===== config.mk =====
export PLATFORM = sky130hd
export DESIGN_NAME = seg7_scan_driver
export DESIGN_NICKNAME = d
export VERILOG_FILES = /design/src/rtl/seg7_pkg.sv /design/src/rtl/seg7_decode.sv /design/src/rtl/seg7_scan_driver.sv
export SDC_FILE = /design/constraint.sdc
export NUM_CORES = 1
export LEC_CHECK = 0
export BUFFER_PORTS_ARGS = -buffer_cell sky130_fd_sc_hd__buf_4
export CAP_MARGIN = 20
export CORE_MARGIN = 3
export CORE_UTILIZATION = 55
export CTS_CLUSTER_DIAMETER = 200
export DETAILED_ROUTE_END_ITERATION = 12
export PLACE_DENSITY_LB_ADDON = 0.2
export SLEW_MARGIN = 20
export SYNTH_ARGS = -nofsm -noshare
export SYNTH_HDL_FRONTEND = slang
export SYNTH_HIERARCHICAL = 1
export SYNTH_SLANG_ARGS = --single-unit

===== constraint.sdc =====
create_clock -name clk -period 7 [get_ports clk]
set_input_delay 0 -clock clk [delete_from_list [all_inputs] [get_ports clk]]
set_output_delay 0 -clock clk [all_outputs]
set_load 0.005 [all_outputs]

===== src/rtl/seg7_pkg.sv =====
// Shared segment patterns (active-low {g,f,e,d,c,b,a}) and the digit-code type
// for the multiplexed 7-segment driver.
package seg7_pkg;

  typedef logic [3:0] digit_t;

  localparam logic [6:0] SEG_OFF   = 7'h7F;
  localparam logic [6:0] SEG_BLANK = 7'h7F;

  localparam logic [6:0] SEG_0 = 7'h40;
  localparam logic [6:0] SEG_1 = 7'h79;
  localparam logic [6:0] SEG_2 = 7'h24;
  localparam logic [6:0] SEG_3 = 7'h30;
  localparam logic [6:0] SEG_4 = 7'h19;
  localparam logic [6:0] SEG_5 = 7'h12;
  localparam logic [6:0] SEG_6 = 7'h02;
  localparam logic [6:0] SEG_7 = 7'h78;
  localparam logic [6:0] SEG_8 = 7'h00;
  localparam logic [6:0] SEG_9 = 7'h10;

  localparam logic [6:0] SEG_A = 7'h08;
  localparam logic [6:0] SEG_B = 7'h03;
  localparam logic [6:0] SEG_C = 7'h46;
  localparam logic [6:0] SEG_D = 7'h21;
  localparam logic [6:0] SEG_E = 7'h06;
  localparam logic [6:0] SEG_F = 7'h0E;

endpackage


===== src/rtl/seg7_decode.sv =====
// Combinational digit-code to active-low segment lookup.
// Define SEG7_HEX_DIGITS_EN to show codes A-F as hex letters; otherwise they are blank.
module seg7_decode
  import seg7_pkg::*;
(
  input  logic [3:0] code,
  output logic [6:0] seg
);

  always_comb begin
    seg = SEG_BLANK;
    case (code)
      4'h0: seg = SEG_0;
      4'h1: seg = SEG_1;
      4'h2: seg = SEG_2;
      4'h3: seg = SEG_3;
      4'h4: seg = SEG_4;
      4'h5: seg = SEG_5;
      4'h6: seg = SEG_6;
      4'h7: seg = SEG_7;
      4'h8: seg = SEG_8;
      4'h9: seg = SEG_9;
`ifdef SEG7_HEX_DIGITS_EN
      4'hA: seg = SEG_A;
      4'hB: seg = SEG_B;
      4'hC: seg = SEG_C;
      4'hD: seg = SEG_D;
      4'hE: seg = SEG_E;
      4'hF: seg = SEG_F;
`endif
      default: seg = SEG_BLANK;
    endcase
  end

endmodule


===== src/rtl/seg7_scan_driver.sv =====
// Time-multiplexed N-digit common-anode 7-segment driver with tear-free frame
// updates and an anodes-off guard at each slot start. Hex letters via SEG7_HEX_DIGITS_EN.
module seg7_scan_driver
  import seg7_pkg::*;
#(
  parameter int NUM_DIGITS   = 8,
  parameter int SCAN_DIV     = 50000,
  parameter int GUARD_CYCLES = 2
) (
  input  logic                    clk,
  input  logic                    rst_n,
  input  logic                    en,
  input  logic                    load,
  input  logic [4*NUM_DIGITS-1:0] bcd_in,
  input  logic [NUM_DIGITS-1:0]   dp_in,
  output logic [6:0]              seg,
  output logic                    dp,
  output logic [NUM_DIGITS-1:0]   an,
  output logic                    frame_done
);

  localparam int PSC_W = $clog2(SCAN_DIV);
  localparam int IDX_W = (NUM_DIGITS > 1) ? $clog2(NUM_DIGITS) : 1;

  localparam logic [PSC_W-1:0] PSC_LAST = PSC_W'(SCAN_DIV - 1);
  localparam logic [IDX_W-1:0] IDX_LAST = IDX_W'(NUM_DIGITS - 1);
  localparam logic [PSC_W:0]   GUARD_V  = (PSC_W + 1)'(GUARD_CYCLES);

  logic [PSC_W-1:0]        psc;
  logic [IDX_W-1:0]        idx;
  logic                    pending;
  logic [4*NUM_DIGITS-1:0] staging;
  logic [NUM_DIGITS-1:0]   staging_dp;
  logic [4*NUM_DIGITS-1:0] disp;
  logic [NUM_DIGITS-1:0]   disp_dp;

  logic tick;
  logic wrap;

  assign tick = en && (psc == PSC_LAST);
  assign wrap = tick && (idx == IDX_LAST);

  always_ff @(posedge clk or negedge rst_n) begin
    if (!rst_n) begin
      psc <= '0;
      idx <= '0;
    end else if (tick) begin
      psc <= '0;
      idx <= wrap ? '0 : idx + 1'b1;
    end else if (en) begin
      psc <= psc + 1'b1;
    end
  end

  // Display only changes on the frame wrap, so a frame never mixes old and new digits.
  always_ff @(posedge clk or negedge rst_n) begin
    if (!rst_n) begin
      pending    <= 1'b0;
      staging    <= '0;
      staging_dp <= '0;
      disp       <= '1;
      disp_dp    <= '0;
    end else if (wrap) begin
      if (load) begin
        disp    <= bcd_in;
        disp_dp <= dp_in;
      end else if (pending) begin
        disp    <= staging;
        disp_dp <= staging_dp;
      end
      pending <= 1'b0;
    end else if (load) begin
      staging    <= bcd_in;
      staging_dp <= dp_in;
      pending    <= 1'b1;
    end
  end

  // Stage p0: select current digit and decide lit vs. guard/idle
  digit_t                cur_digit_p0;
  logic [6:0]            cur_seg_p0;
  logic                  vld_p0;
  logic [NUM_DIGITS-1:0] an_p0;

  assign cur_digit_p0 = disp[{idx, 2'b00} +: 4];
  assign vld_p0       = en && ({1'b0, psc} >= GUARD_V);

  seg7_decode u_decode (
    .code (cur_digit_p0),
    .seg  (cur_seg_p0)
  );

  always_comb begin
    an_p0      = '1;
    an_p0[idx] = 1'b0;
  end

  // Stage p1: registered pin drivers
  always_ff @(posedge clk or negedge rst_n) begin
    if (!rst_n) begin
      seg        <= SEG_OFF;
      dp         <= 1'b1;
      an         <= '1;
      frame_done <= 1'b0;
    end else begin
      frame_done <= wrap;
      if (vld_p0) begin
        seg <= cur_seg_p0;
        dp  <= ~disp_dp[idx];
        an  <= an_p0;
      end else begin
        seg <= SEG_OFF;
        dp  <= 1'b1;
        an  <= '1;
      end
    end
  end

endmodule

==> PnR_summary.wiki <==
{| class="wikitable"
! Metric !! Value
|-
| Reg-to-reg startpoint || idx[0]$_DFFE_PN0N_
|-
| Detailed route wirelength on metal3 || 335 µm
|-
| Number of flops mapped to enable cells by yosys || 0
|-
| Chip Width || approximately 110 µm
|-
| Remaining number of nets flagged by the antenna check after routing || 0
|-
| DP Cell Count || 580
|-
| Origin of the worst setup path || idx[0]$_DFFE_PN0N_
|-
| Total iterations of the first detailed-routing run || 4
|-
| Antenna violations before repair || 0
|-
| Diode count || 0
|-
| Final period util || slightly above 40%
|-
| Netlist cell types || 47
|-
| Overall die height || approximately 110 µm
|-
| Critical-path cell list || ha_1, ha_1, nand4_1, o21ai_4, buf_4, mux2_2
|-
| Ratio of cells with drive above 1 in the final layout || a little over half
|-
| Resized Gates After CTS || 0
|-
| Buffers from clock root to sink, at most || 2
|-
| Kind of start point of the critical path || flip-flop
|-
| Final Max Slew Viols || 0
|-
| Clock Skews || 0.00961 ns
|-
| Async SR Flop Fraction || 100%
|-
| Clock-pin transition on the worst setup and hold timing paths || about 0.06 ns
|-
| Maximum number of pins on one net before global-route repair || 75
|-
| Drt drc || 0
|-
| Worst hold path type || primary input to async pin
|-
| Worst slew margin relative to its limit || 35.7%
|-
| F_max || 0.349 GHz
|-
| Root buf cell || sky130_fd_sc_hd__clkbuf_8
|-
| WL/cell || about 17 µm
|-
| End of the critical path || staging[21]$_DFFE_PN0P_
|-
| Top Layer Used || met4
|-
| Largest area contributor in the netlist || sky130_fd_sc_hd__dfrtp_1
|-
| Crit path required time || 7.39 ns
|-
| Latest clock arrival within the worst-skew pair || approximately 0.51 ns
|-
| Post-synthesis to final-layout area growth || 26.3%
|-
| Vias in the first global route || between 3000 and 4000
|-
| Result of the run || completed
|-
| Core Area || ~10000 µm²
|-
| FF-to-FF End || staging[21]$_DFFE_PN0P_
|-
| Dpl hpwl || 6870 µm
|-
| Die Outline Area || around 12000 µm²
|-
| Post-route setup TNS || 0 ns
|-
| CTS Hold Bufs || between 40 and 50
|-
| Highest cell delay on the worst timing path || 0.97 ns
|-
| Peak fanout along the critical path || 40
|-
| Final weighted congestion in routability-driven placement || 0.784
|-
| Top cell by count, worst path || sky130_fd_sc_hd__ha_1
|-
| Slowest stage cell on the critical path || sky130_fd_sc_hd__dfrtp_1
|-
| Total nets after synthesis || roughly 460
|-
| Post-Route M1 WL || approximately 4800 µm
|-
| CP Capture Type || flip-flop
|-
| Met2 layer wire length in the routed design || ~5700 µm
|-
| Peak supply drop || about 0.00017 V
|-
| Nets@finish || roughly 560
|-
| Mean cell area of the mapped netlist || between 10 and 15 µm²
|-
| Most used flip-flop cell after synthesis || sky130_fd_sc_hd__dfrtp_1
|-
| Post-Route WL || 10900 µm
|-
| Number of ports placed on the die boundary || 61
|-
| Slew at the pin with the worst max-slew slack || 0.964 ns
|-
| Worst Path Arrival || roughly 3.3 ns
|-
| Filler-free cell count of the finished design || between 600 and 700
|-
| Vias after detailed routing || ~3500
|-
| Total count of hold-check failures in the final report || 0
|-
| Number of buffers created by CTS || 17
|-
| Post-CTS setup repair buffer count || 0
|-
| Total routing resource utilization after global routing || 20.6%
|-
| Post-synthesis sequential element count || between 100 and 150
|-
| Max-capacitance violation count || 0
|-
| Row cnt || 36
|-
| Worst Path Class, Setup || flip-flop to flip-flop
|-
| Power per standard cell area || between 200 and 300 nW/µm²
|-
| Count of port buffers added during placement || 60
|-
| Starting density of the core || 57.3%
|-
| Register-to-register setup slack || between 4 and 5 ns
|-
| Number of cells on the worst reg-to-reg path || 6
|-
| Time the final worst path needs with I/O delays and setup || roughly 2.9 ns
|-
| First-pass GRT wire length || 18400 µm
|-
| Post-synthesis instance area || between 5000 and 6000 µm²
|-
| Yosys synthesis warning count || 6
|-
| Setup repair after global routing missed its margin || false
|-
| Gate Count Post-Synth || 406
|-
| Cell leakage power || roughly 3.0 nW
|-
| Vias per std cell || between 5 and 6
|-
| Share of synthesized area occupied by flip-flops and latches || between 50 and 60%
|-
| Leading cell types by total area after synthesis || sky130_fd_sc_hd__dfrtp_1 31%, sky130_fd_sc_hd__mux2_2 24%, sky130_fd_sc_hd__dfstp_2 22%, sky130_fd_sc_hd__mux4_2 4.0%, sky130_fd_sc_hd__ha_1 2.0%
|-
| Htree depth || 4
|-
| TritonCTS clock tree || built
|-
| Area share of the leading cell type in the synthesized netlist || a little under a third
|-
| Final-report setup violation count || 0
|-
| Detailed router's first-iteration violation count || 133
|-
| Count of clock tree sinks || ~120
|-
| GRT Residual Overflow || 0
|}
[sequential cells by signal, indices dropped and copies added, names as in the netlist, 3 cells and up]
name	count
disp	32
idx	3
disp_dp	8
staging_dp	8
seg	7
staging	32
psc	16
an	8
[cell usage in the layout, fill, tap and decap left out, types with 10 or more instances in the layout]
cell and n:
sky130_fd_sc_hd__dfrtp_1 69, sky130_fd_sc_hd__clkbuf_16 16, sky130_fd_sc_hd__nand2b_1 13, sky130_fd_sc_hd__dlygate4sd3_1 42
sky130_fd_sc_hd__mux4_2 10, sky130_fd_sc_hd__nand2_1 10, sky130_fd_sc_hd__dfstp_2 48, sky130_fd_sc_hd__buf_4 63
sky130_fd_sc_hd__nor2_1 16, sky130_fd_sc_hd__mux2_2 121
[report_power, final]
part,total (mW),internal (mW),switching (mW)
Sequential,0.758,0.722,0.0356
Combinational,0.185,0.0995,0.0855
Clock,0.845,0.556,0.288
Total,1.79,1.38,0.409
[synth_stat cells, types with 2 or more instances]
master,n
sky130_fd_sc_hd__nand4b_1,3
sky130_fd_sc_hd__o21ai_0,8
sky130_fd_sc_hd__buf_6,9
sky130_fd_sc_hd__nand2b_1,13
sky130_fd_sc_hd__xnor2_1,5
sky130_fd_sc_hd__and3_1,3
sky130_fd_sc_hd__mux2_1,6
sky130_fd_sc_hd__nand3_1,9
sky130_fd_sc_hd__nor4_2,3
sky130_fd_sc_hd__mux2_2,121
sky130_fd_sc_hd__nor3_1,4
sky130_fd_sc_hd__clkbuf_1,7
sky130_fd_sc_hd__dfstp_2,48
sky130_fd_sc_hd__xor2_1,6
sky130_fd_sc_hd__inv_1,9
sky130_fd_sc_hd__ha_1,9
sky130_fd_sc_hd__nand4_1,4
sky130_fd_sc_hd__nor2_1,16
sky130_fd_sc_hd__dfrtp_1,69
sky130_fd_sc_hd__buf_2,4
sky130_fd_sc_hd__mux4_2,10
sky130_fd_sc_hd__or4b_2,2
sky130_fd_sc_hd__mux2i_1,2
sky130_fd_sc_hd__nand2_1,10
sky130_fd_sc_hd__a21oi_1,4
[worst max-delay path: cells and delay by family (launching register included)]
kind	cells	cell delay (ns)
AND/OR/NAND/NOR	1	0.22
adder cells (fa/ha/maj)	2	0.48
buffers and inverters	1	0.46
multiplexers	1	0.40
flip-flops	1	0.97
AO/OA/AOI/OAI	1	0.18
[worst min path at each step]
stage	endpoint	slack [ns]	depth (start not counted)
4_1_cts	staging[1]$_DFFE_PN0P_	0.05	2
3_3_place_gp	staging[1]$_DFFE_PN0P_	0.03	1
5_1_grt	staging[1]$_DFFE_PN0P_	0.08	2
6_report	staging[1]$_DFFE_PN0P_	0.03	2
2_1_floorplan	disp_dp[0]$_DFFE_PN0P_	-0.30	0
3_5_place_dp	staging[1]$_DFFE_PN0P_	0.03	1
[cell families after synthesis]
family,Yosys count,share of synthesized area [%]
flops,117,52.8
fa+ha+maj,9,1.99
mux,139,29.6
simple gates,78,8.10
xor+xnor,11,1.70
buf+inv,31,3.43
compound gates,21,2.35
[layer usage]
| metal | global-route usage, % | vias to the layer above |
|---|---|---|
| met5 | 0 | - |
| met3 | 4.92 | 10 |
| li1 | - | 1660 |
| met4 | 6.85 | 0 |
| met2 | 34.5 | 56 |
| met1 | 26.4 | 1777 |
[metrics by stage]
step / power (mW) / hold slack, ns / setup slack (ns) / utilization (%) / instance area, µm²
floorplan: 0.869 / -0.296 / 4.78 / - / 5660
CTS: 1.80 / 0.0509 / 4.07 / 72.4 / 7140
detailed placement: 0.936 / 0.0344 / 4.08 / 62.3 / 6140
finish: 1.79 / 0.0335 / 4.13 / 72.4 / 7140
global placement: 0.926 / 0.0339 / 4.18 / 62.3 / 6140
global route: 1.86 / 0.0772 / 3.90 / 72.4 / 7140
[final cells by class]
class                   instances  area, µm²
clock buffers                  22        453
multi-input cells             258       2480
inverters                       9       33.8
fillers                       662       2720
well taps                     133        166
clock inverters                 9        128
flip-flops and latches        117       2990
repair buffers                105        893
Power figures use the tool's default switching activity.
